## config.mk

```make
export PLATFORM = sky130hd
export DESIGN_NAME = tx_metaframer
export DESIGN_NICKNAME = d
export VERILOG_FILES = /design/src/rtl/tx_metaframer.sv
export SDC_FILE = /design/constraint.sdc
export NUM_CORES = 1
export LEC_CHECK = 0
export BUFFER_PORTS_ARGS = -buffer_cell sky130_fd_sc_hd__buf_2
export CAP_MARGIN = 10
export CORE_AREA = 2 2 130 81
export CTS_CLUSTER_DIAMETER = 50
export DETAILED_ROUTE_END_ITERATION = 8
export DIE_AREA = 0 0 132 83
export PLACE_DENSITY = 0.76
export SLEW_MARGIN = 20
export SYNTH_ARGS = -nofsm -noshare
export SYNTH_HDL_FRONTEND = slang
export SYNTH_SLANG_ARGS = --single-unit
```

## constraint.sdc

```tcl
create_clock -name USER_CLK -period 1.9 [get_ports USER_CLK]
set_input_delay 0.095 -clock USER_CLK [delete_from_list [all_inputs] [get_ports USER_CLK]]
set_output_delay 0.095 -clock USER_CLK [all_outputs]
set_load 0.01 [all_outputs]
```

## src/rtl/tx_metaframer.sv

```systemverilog
// tx_metaframer: lane framing layer. It builds metaframes of META_FRAME_LEN
// words (sync, scrambler state, skip, payload, diagnostic). It emits one
// 64-bit word with a 2-bit sync header per paced slot.
// A rational accumulator issues PACE_NUM slots every PACE_DEN cycles.
//
// Ports
//   USER_CLK         clock, rising edge
//   SYSTEM_RESET     synchronous active-high reset
//   DATA_IN[63:0]    payload word from the burst layer
//   DATA_IN_CTRL     1 = burst control word (header 10), 0 = data (header 01)
//   DATA_IN_VALID    DATA_IN/DATA_IN_CTRL valid
//   DATA_IN_READY    payload word taken this cycle (when also valid)
//   SCRAMBLER_STATE  scrambler state, sampled in the scrambler-state slot
//   LANE_STATUS      diagnostic word bit 33
//   LINK_STATUS      diagnostic word bit 32
//   DATA_OUT[63:0]   framed word
//   HEADER_OUT[1:0]  sync header of DATA_OUT
//   DATA_VALID       new word on DATA_OUT/HEADER_OUT this cycle
//   GEARBOX_VALID    slot tick, one cycle ahead of DATA_VALID
//   FRAME_START      with DATA_VALID when DATA_OUT is the sync word
//
// Slot kind decoded from slot_ctr:
//   state        | meaning
//   SLOT_SYNC    | slot 0, sync word, starts the metaframe
//   SLOT_SCRAM   | slot 1, scrambler state word
//   SLOT_SKIP    | slot 2, skip word
//   SLOT_PAYLOAD | slots 3..LEN-2, user data or idle
//   SLOT_DIAG    | slot LEN-1, diagnostic word (CRC32 field zero)
module tx_metaframer #(
   parameter int META_FRAME_LEN = 16,
   parameter int PACE_NUM       = 64,
   parameter int PACE_DEN       = 67
) (
   input  logic        USER_CLK,
   input  logic        SYSTEM_RESET,
   input  logic [63:0] DATA_IN,
   input  logic        DATA_IN_CTRL,
   input  logic        DATA_IN_VALID,
   output logic        DATA_IN_READY,
   input  logic [57:0] SCRAMBLER_STATE,
   input  logic        LANE_STATUS,
   input  logic        LINK_STATUS,
   output logic [63:0] DATA_OUT,
   output logic [1:0]  HEADER_OUT,
   output logic        DATA_VALID,
   output logic        GEARBOX_VALID,
   output logic        FRAME_START
);

   localparam int ACC_W  = $clog2(PACE_DEN) + 1;
   localparam int SLOT_W = $clog2(META_FRAME_LEN);

   localparam logic [ACC_W-1:0]  NUM       = ACC_W'(PACE_NUM);
   localparam logic [ACC_W-1:0]  DEN       = ACC_W'(PACE_DEN);
   localparam logic [SLOT_W-1:0] SLOT_LAST = SLOT_W'(META_FRAME_LEN - 1);
   localparam logic [SLOT_W-1:0] PAY_LAST  = SLOT_W'(META_FRAME_LEN - 2);
   localparam logic [SLOT_W-1:0] PAY_FIRST = SLOT_W'(3);

   localparam logic [63:0] SYNC_WORD = 64'h78F6_78F6_78F6_78F6;
   localparam logic [63:0] SKIP_WORD = 64'h1E1E_1E1E_1E1E_1E1E;
   localparam logic [63:0] IDLE_WORD = 64'hAAAA_AAAA_AAAA_AAAA;
   localparam logic [1:0]  HDR_CTRL  = 2'b10;
   localparam logic [1:0]  HDR_DATA  = 2'b01;

   typedef enum logic [2:0] {
      SLOT_SYNC,
      SLOT_SCRAM,
      SLOT_SKIP,
      SLOT_PAYLOAD,
      SLOT_DIAG
   } slot_kind_e;

   logic [ACC_W-1:0]  acc_q, acc_d;
   logic              tick_q, tick_d;
   logic [SLOT_W-1:0] slot_ctr_q, slot_ctr_d;
   logic [63:0]       data_out_q, data_out_d;
   logic [1:0]        header_out_q, header_out_d;
   logic              data_valid_q, data_valid_d;
   logic              frame_start_q, frame_start_d;
   logic [ACC_W-1:0]  acc_sum;
   slot_kind_e        slot_kind;

   always_ff @(posedge USER_CLK) begin
      if (SYSTEM_RESET) begin
         acc_q         <= '0;
         tick_q        <= 1'b0;
         slot_ctr_q    <= '0;
         data_out_q    <= '0;
         header_out_q  <= '0;
         data_valid_q  <= 1'b0;
         frame_start_q <= 1'b0;
      end else begin
         acc_q         <= acc_d;
         tick_q        <= tick_d;
         slot_ctr_q    <= slot_ctr_d;
         data_out_q    <= data_out_d;
         header_out_q  <= header_out_d;
         data_valid_q  <= data_valid_d;
         frame_start_q <= frame_start_d;
      end
   end

   // acc stays below PACE_DEN, so acc + PACE_NUM < 2*PACE_DEN fits ACC_W bits.
   always_comb begin
      acc_sum = acc_q + NUM;
      if (acc_sum >= DEN) begin
         acc_d  = acc_sum - DEN;
         tick_d = 1'b1;
      end else begin
         acc_d  = acc_sum;
         tick_d = 1'b0;
      end
   end

   always_comb begin
      slot_kind = SLOT_PAYLOAD;
      if (slot_ctr_q == '0)
         slot_kind = SLOT_SYNC;
      else if (slot_ctr_q == SLOT_W'(1))
         slot_kind = SLOT_SCRAM;
      else if (slot_ctr_q == SLOT_W'(2))
         slot_kind = SLOT_SKIP;
      else if (slot_ctr_q == SLOT_LAST)
         slot_kind = SLOT_DIAG;
   end

   always_comb begin
      data_out_d    = data_out_q;
      header_out_d  = header_out_q;
      data_valid_d  = 1'b0;
      frame_start_d = 1'b0;
      slot_ctr_d    = slot_ctr_q;
      if (tick_q) begin
         data_valid_d = 1'b1;
         slot_ctr_d   = (slot_ctr_q == SLOT_LAST) ? '0 : slot_ctr_q + 1'b1;
         header_out_d = HDR_CTRL;
         case (slot_kind)
            SLOT_SYNC: begin
               data_out_d    = SYNC_WORD;
               frame_start_d = 1'b1;
            end
            SLOT_SCRAM:  data_out_d = {6'b001010, SCRAMBLER_STATE};
            SLOT_SKIP:   data_out_d = SKIP_WORD;
            SLOT_DIAG:   data_out_d = {6'b011001, 24'h0, LANE_STATUS, LINK_STATUS, 32'h0};
            default: begin
               if (DATA_IN_VALID) begin
                  header_out_d = DATA_IN_CTRL ? HDR_CTRL : HDR_DATA;
                  data_out_d   = DATA_IN;
               end else begin
                  data_out_d = IDLE_WORD;
               end
            end
         endcase
      end
   end

   // The range compare doubles as a guard for the slot_kind default branch.
   assign DATA_IN_READY = tick_q && (slot_ctr_q >= PAY_FIRST) && (slot_ctr_q <= PAY_LAST);
   assign GEARBOX_VALID = tick_q;
   assign DATA_OUT      = data_out_q;
   assign HEADER_OUT    = header_out_q;
   assign DATA_VALID    = data_valid_q;
   assign FRAME_START   = frame_start_q;

endmodule

```

---- After elaboration in Yosys (flattened, before gate mapping) ----
Index checks and enable logic that the tools add are counted.
word-level totals
  register bits after elaboration ......... 81
  output and inout bits ................... 70
cells by class
  add/subtract/negate cells ............... 3
  magnitude comparators ................... 3
  equality and inequality tests ........... 6
  mux-type cells .......................... 14
  bitwise logic cells ..................... 1
  reduce and logical (&&, ||, !) cells .... 6
operators by type and width
  operator               count
  $pmux W64 S4           1
  $mux W64               1
  $mux W3                4
  $add A8 B7 Y8 const B  1
  $ge A8 B7 Y1 const B   1
  $mux W8                1
  $sub A8 B7 Y8 const B  1
  $mux W2                3
  $add A4 B1 Y4 const B  1
  $eq A4 B1 Y1 const B   1
  $eq A4 B2 Y1 const B   1
  $eq A4 B4 Y1 const B   1
  $ge A4 B2 Y1 const B   1
  $le A4 B4 Y1 const B   1
  $logic_not A4 Y1       1
  $mux W4                1
  $reduce_or A4 Y1       1
  $eq A3 B1 Y1 const B   1
  $eq A3 B2 Y1 const B   1
  $eq A3 B3 Y1 const B   1
  $logic_not A3 Y1       1
  $mux W1                3
  $logic_and A1 B1 Y1    2
  $reduce_or A2 Y1       1
  $not A1 Y1             1

---- Depth between registers and ports, before layout ----
  depth after elaboration ................. 8
  gate-level depth with buffers ........... 8
  depth with buffers taken out ............ 6

---- Worst setup path after synthesis ----
No wires, ideal clock.
  kind .................................... reg-to-reg
  start ................................... register slot_ctr_q[0]
  end ..................................... register data_out_q[0], in the netlist DATA_OUT[0]
  library setup time ...................... 0.086 ns
  arrival time ............................ 1.781 ns
  required time ........................... 1.814 ns
  path slack .............................. 0.033 ns
  cell stages (with the launch flop) ...... 7
  buffers on the path ..................... 0
  period minus slack after synthesis ...... 1.867 ns
  cell sequence ........................... dfxtp_1 -> inv_1 -> ha_1 -> or3_4 -> a211oi_4 -> a22oi_1 -> a211oi_1
on the way
  word-level cells in the longest chain between the ends .. 7
ends and longest elaborated chain
  item                                        line  source
  start, declared                             75    logic [SLOT_W-1:0] slot_ctr_q, slot_ctr_d;
  start signal, assigned                      95    slot_ctr_q <= slot_ctr_d;
  $eq A4 B4 Y1                                123   else if (slot_ctr_q == SLOT_LAST)
  $mux W3                                     123
  $mux W3                                     121   else if (slot_ctr_q == SLOT_W'(2))
  $mux W3                                     119   else if (slot_ctr_q == SLOT_W'(1))
  $mux W3 (*)                                 117   if (slot_ctr_q == '0)
  $eq A3 B3 Y1, or another cell as far along  137   case (slot_kind)
  $pmux W64 S4 (*)                            137
  end signal, assigned                        96    data_out_q <= data_out_d;
  end, declared                               76    logic [63:0] data_out_q, data_out_d;
Mark *: on every way between the ends. The rest lies on a longest branch, timed or not.
A chain may end at the register's enable or synchronous reset.

---- Final worst setup path ----
  start ................................... register slot_ctr_q[0]
  end ..................................... register data_out_q[8], in the netlist DATA_OUT[8]
Same word-level chain as after synthesis.

==> impl_metrics.py <==
metrics = {
    "timing": {
        "max_slew.worst_pin.slew_ps": 645,
        "slew_violations": 0,
        "setup_slack_ps": 56.3,
        "finalCritPeriodShare_pct": 97.0,
        "fmax_ghz": 0.542,
        "setup_viol": 0,
        "max-slew-margin-rel_pct": 56.9,
        "rsz0062_at_grt": "true",
        "finalSetupTns_ps": 0,
        "hold_violations": 0,
        "clock_skew_ps": 7.90,
        "fin_crit_ps": 1840,
    },
    "yosys": {
        "ys_warn_count": 0,
        "syn_inst": 468,
        "synth_edf_count": 0,
        "synth_area_um2": 4010,
        "ys_seq_elements": 81,
        "post_synth_num_cell_types": 57,
        "synth_ff_type": "dfxtp_1",
        "async_flop_share_pct": 0,
        "synth_fp_nets": 602,
        "synth-seq-area-share_pct": 40.4,
        "avgSynthCellArea_um2": 8.58,
    },
    "clock_network": {
        "htreeDepth": 3,
        "clk_latency_ps": 340,
        "path_clk_slew_ps": 60,
        "cts_buffers": 9,
        "cts_tree": "yes",
        "cts.root.buffer_cell": "clkbuf_16",
        "clock-sinks": 81,
        "ctsLongestPathBuffers": 2,
    },
    "layout": {
        "layout.area.seq_um2": 1630,
        "drive_above_1_share_pct": 44.2,
        "finalNonFillerCells": 821,
        "multi_input_area_um2": 2250,
        "final_cell_mix": "197 x buf_2, 78 x dfxtp_1, 72 x nor2_1",
        "insertedDiodeCount": 0,
        "nets": 816,
        "nFillCells": 859,
        "final_common_cell": "buf_2",
        "syn_to_final_growth_pct": 42.7,
    },
    "worst_setup_path": {
        "cp_slowest_cell": "dfxtp_4",
        "path_class": "reg -> reg",
        "critPathLaunch": "slot_ctr_q[0]",
        "critPathArrivalTime_ps": 2090,
        "reg2reg_from": "slot_ctr_q[0]",
        "endpoint_kind": "flop",
        "crit_path_max_fanout": 23,
        "cp.required_ps": 2150,
        "start_kind": "flop",
        "max_stage_delay_ps": 380,
        "worstRegToRegCells": 6,
        "crit_chain": "inv_2 > ha_4 > nor4b_4 > buf_4 > a22oi_1 > a211oi_1",
    },
    "global_route": {
        "gr-usage-all-layers_pct": 24.2,
        "grt_pass1_vias": 4172,
        "grt_antenna_before_repair": 0,
        "grt_max_degree": 62,
        "grt-ovfl-total": 0,
        "grt_pass1_wl_um": 21300,
    },
    "outcome": {
        "status": "finished clean",
    },
    "floorplanning": {
        "die_w_um": 132,
        "start_util_pct": 41.4,
        "num_io_pins": 198,
        "rows": 28,
        "die_y_um": 83,
        "dieArea_um2": 11000,
        "core_area_um2": 9700,
    },
    "worst_hold_path": {
        "whs_path_depth": 3,
        "hp-start": "DATA_IN[62]",
        "hp-class": "in -> reg",
    },
    "drt": {
        "drt_iter0_drc": 273,
        "wl_met1_um": 6130,
        "via_per_inst": 5.37,
        "num_vias": 4405,
        "wl_met3_um": 1180,
        "routed_wl_um": 13600,
        "top_layer": "met4",
        "first_pass_iters": 5,
        "ant_nets": 0,
        "wire_per_inst_um": 16.5,
        "drc": 0,
        "wl_met2_um": 6070,
    },
    "placement": {
        "portBuffers": 197,
        "pre_cts_ws_ps": -126,
        "place.gp.congestion": 0.898,
        "hpwl_um": 9850,
        "dp_cells": 792,
    },
    "run": {
        "drv_cap": 0,
    },
    "power_and_ir_drop": {
        "leakage_nw": 2.56,
        "p_per_area_nw_per_um2": 1530,
        "ir_drop_mv": 0.651,
    },
}
power breakdown:
part	switching (mW)	internal, mW	total [mW]
Combinational	2.44	1.91	4.34
Clock	0.699	0.914	1.61
Sequential	0.414	2.39	2.80
per-stage QoR:
stage / hold slack [ps] / utilization (%) / cell area, um2 / power (mW)
floorplan: 236 / - / 4010 / 5.37
global placement: 346 / 53.6 / 5200 / 6.72
detailed placement: 350 / 53.6 / 5200 / 6.82
CTS: 13.7 / 57.6 / 5590 / 8.60
global route: 17.7 / 59.0 / 5730 / 9.36
finish: 23.6 / 59.0 / 5730 / 8.76
final timing paths:
path             endpoint  slack, ps
max           DATA_OUT[8]         60
min          DATA_OUT[62]         20
max reg2reg   DATA_OUT[8]         60
min reg2reg  DATA_OUT[43]        440
synth_stat cells (6+ instances only):
cell | instances | area share [%]
a211oi_1 | 13 | 2.4
nand2b_1 | 6 | 0.94
clkbuf_1 | 16 | 1.5
buf_6 | 8 | 2.2
ha_1 | 6 | 1.9
dfxtp_1 | 81 | 40
a2111oi_2 | 16 | 6.0
o21ai_1 | 10 | 1.2
inv_1 | 7 | 0.65
a21oi_1 | 50 | 6.2
nor3_1 | 8 | 1.0
o21ai_0 | 19 | 2.4
nor2_1 | 73 | 6.8
a22o_1 | 6 | 1.3
a22oi_1 | 8 | 1.5
o31ai_1 | 7 | 1.3
nand2_1 | 58 | 5.4
flip-flops by register name (all words and copies together), names as in the netlist:
signal         count
DATA_OUT          64
acc_q              8
slot_ctr_q         4
HEADER_OUT         2
DATA_VALID         1
FRAME_START        1
GEARBOX_VALID      1
metal layers:
metal	vias up	track usage [%]
met1	2070	32.0
met3	15	7.81
met2	208	38.2
met4	0	6.42
li1	2112	-
met5	-	0
logic make-up after synthesis:
kind of cell / synth area share, %
mux: 0.779
simple gates: 18.4
xor+xnor: 1.09
buf+inv: 6.14
flops: 40.4
fa+ha+maj: 1.87
compound gates: 31.3
layout make-up:
class                      instances  area share [%]
multi-input combinational        343            39.2
clock buffer                      11            4.24
inverter                           8           0.524
tap                              135            2.95
sequential                        81            28.4
clock inverter                     4           0.524
timing repair buffer             239            24.1
worst max-delay path, delay by kind of cell (launching register included):
kind / cells / cell delay, ps
buf+inv: 2 / 410
simple gates: 1 / 380
compound gates: 2 / 370
flops: 1 / 380
fa+ha+maj: 1 / 190
repair_timing:
item	4_1_cts	5_1_grt
setup buffers	4	7
endpoints found under the hold margin	3	0
endpoints found under the setup margin	29	50
resized for setup	12	16
hold buffers	3	0
cloned	0	0
pin swaps	4	5
Note: power is estimated with default switching activity, not from simulation.
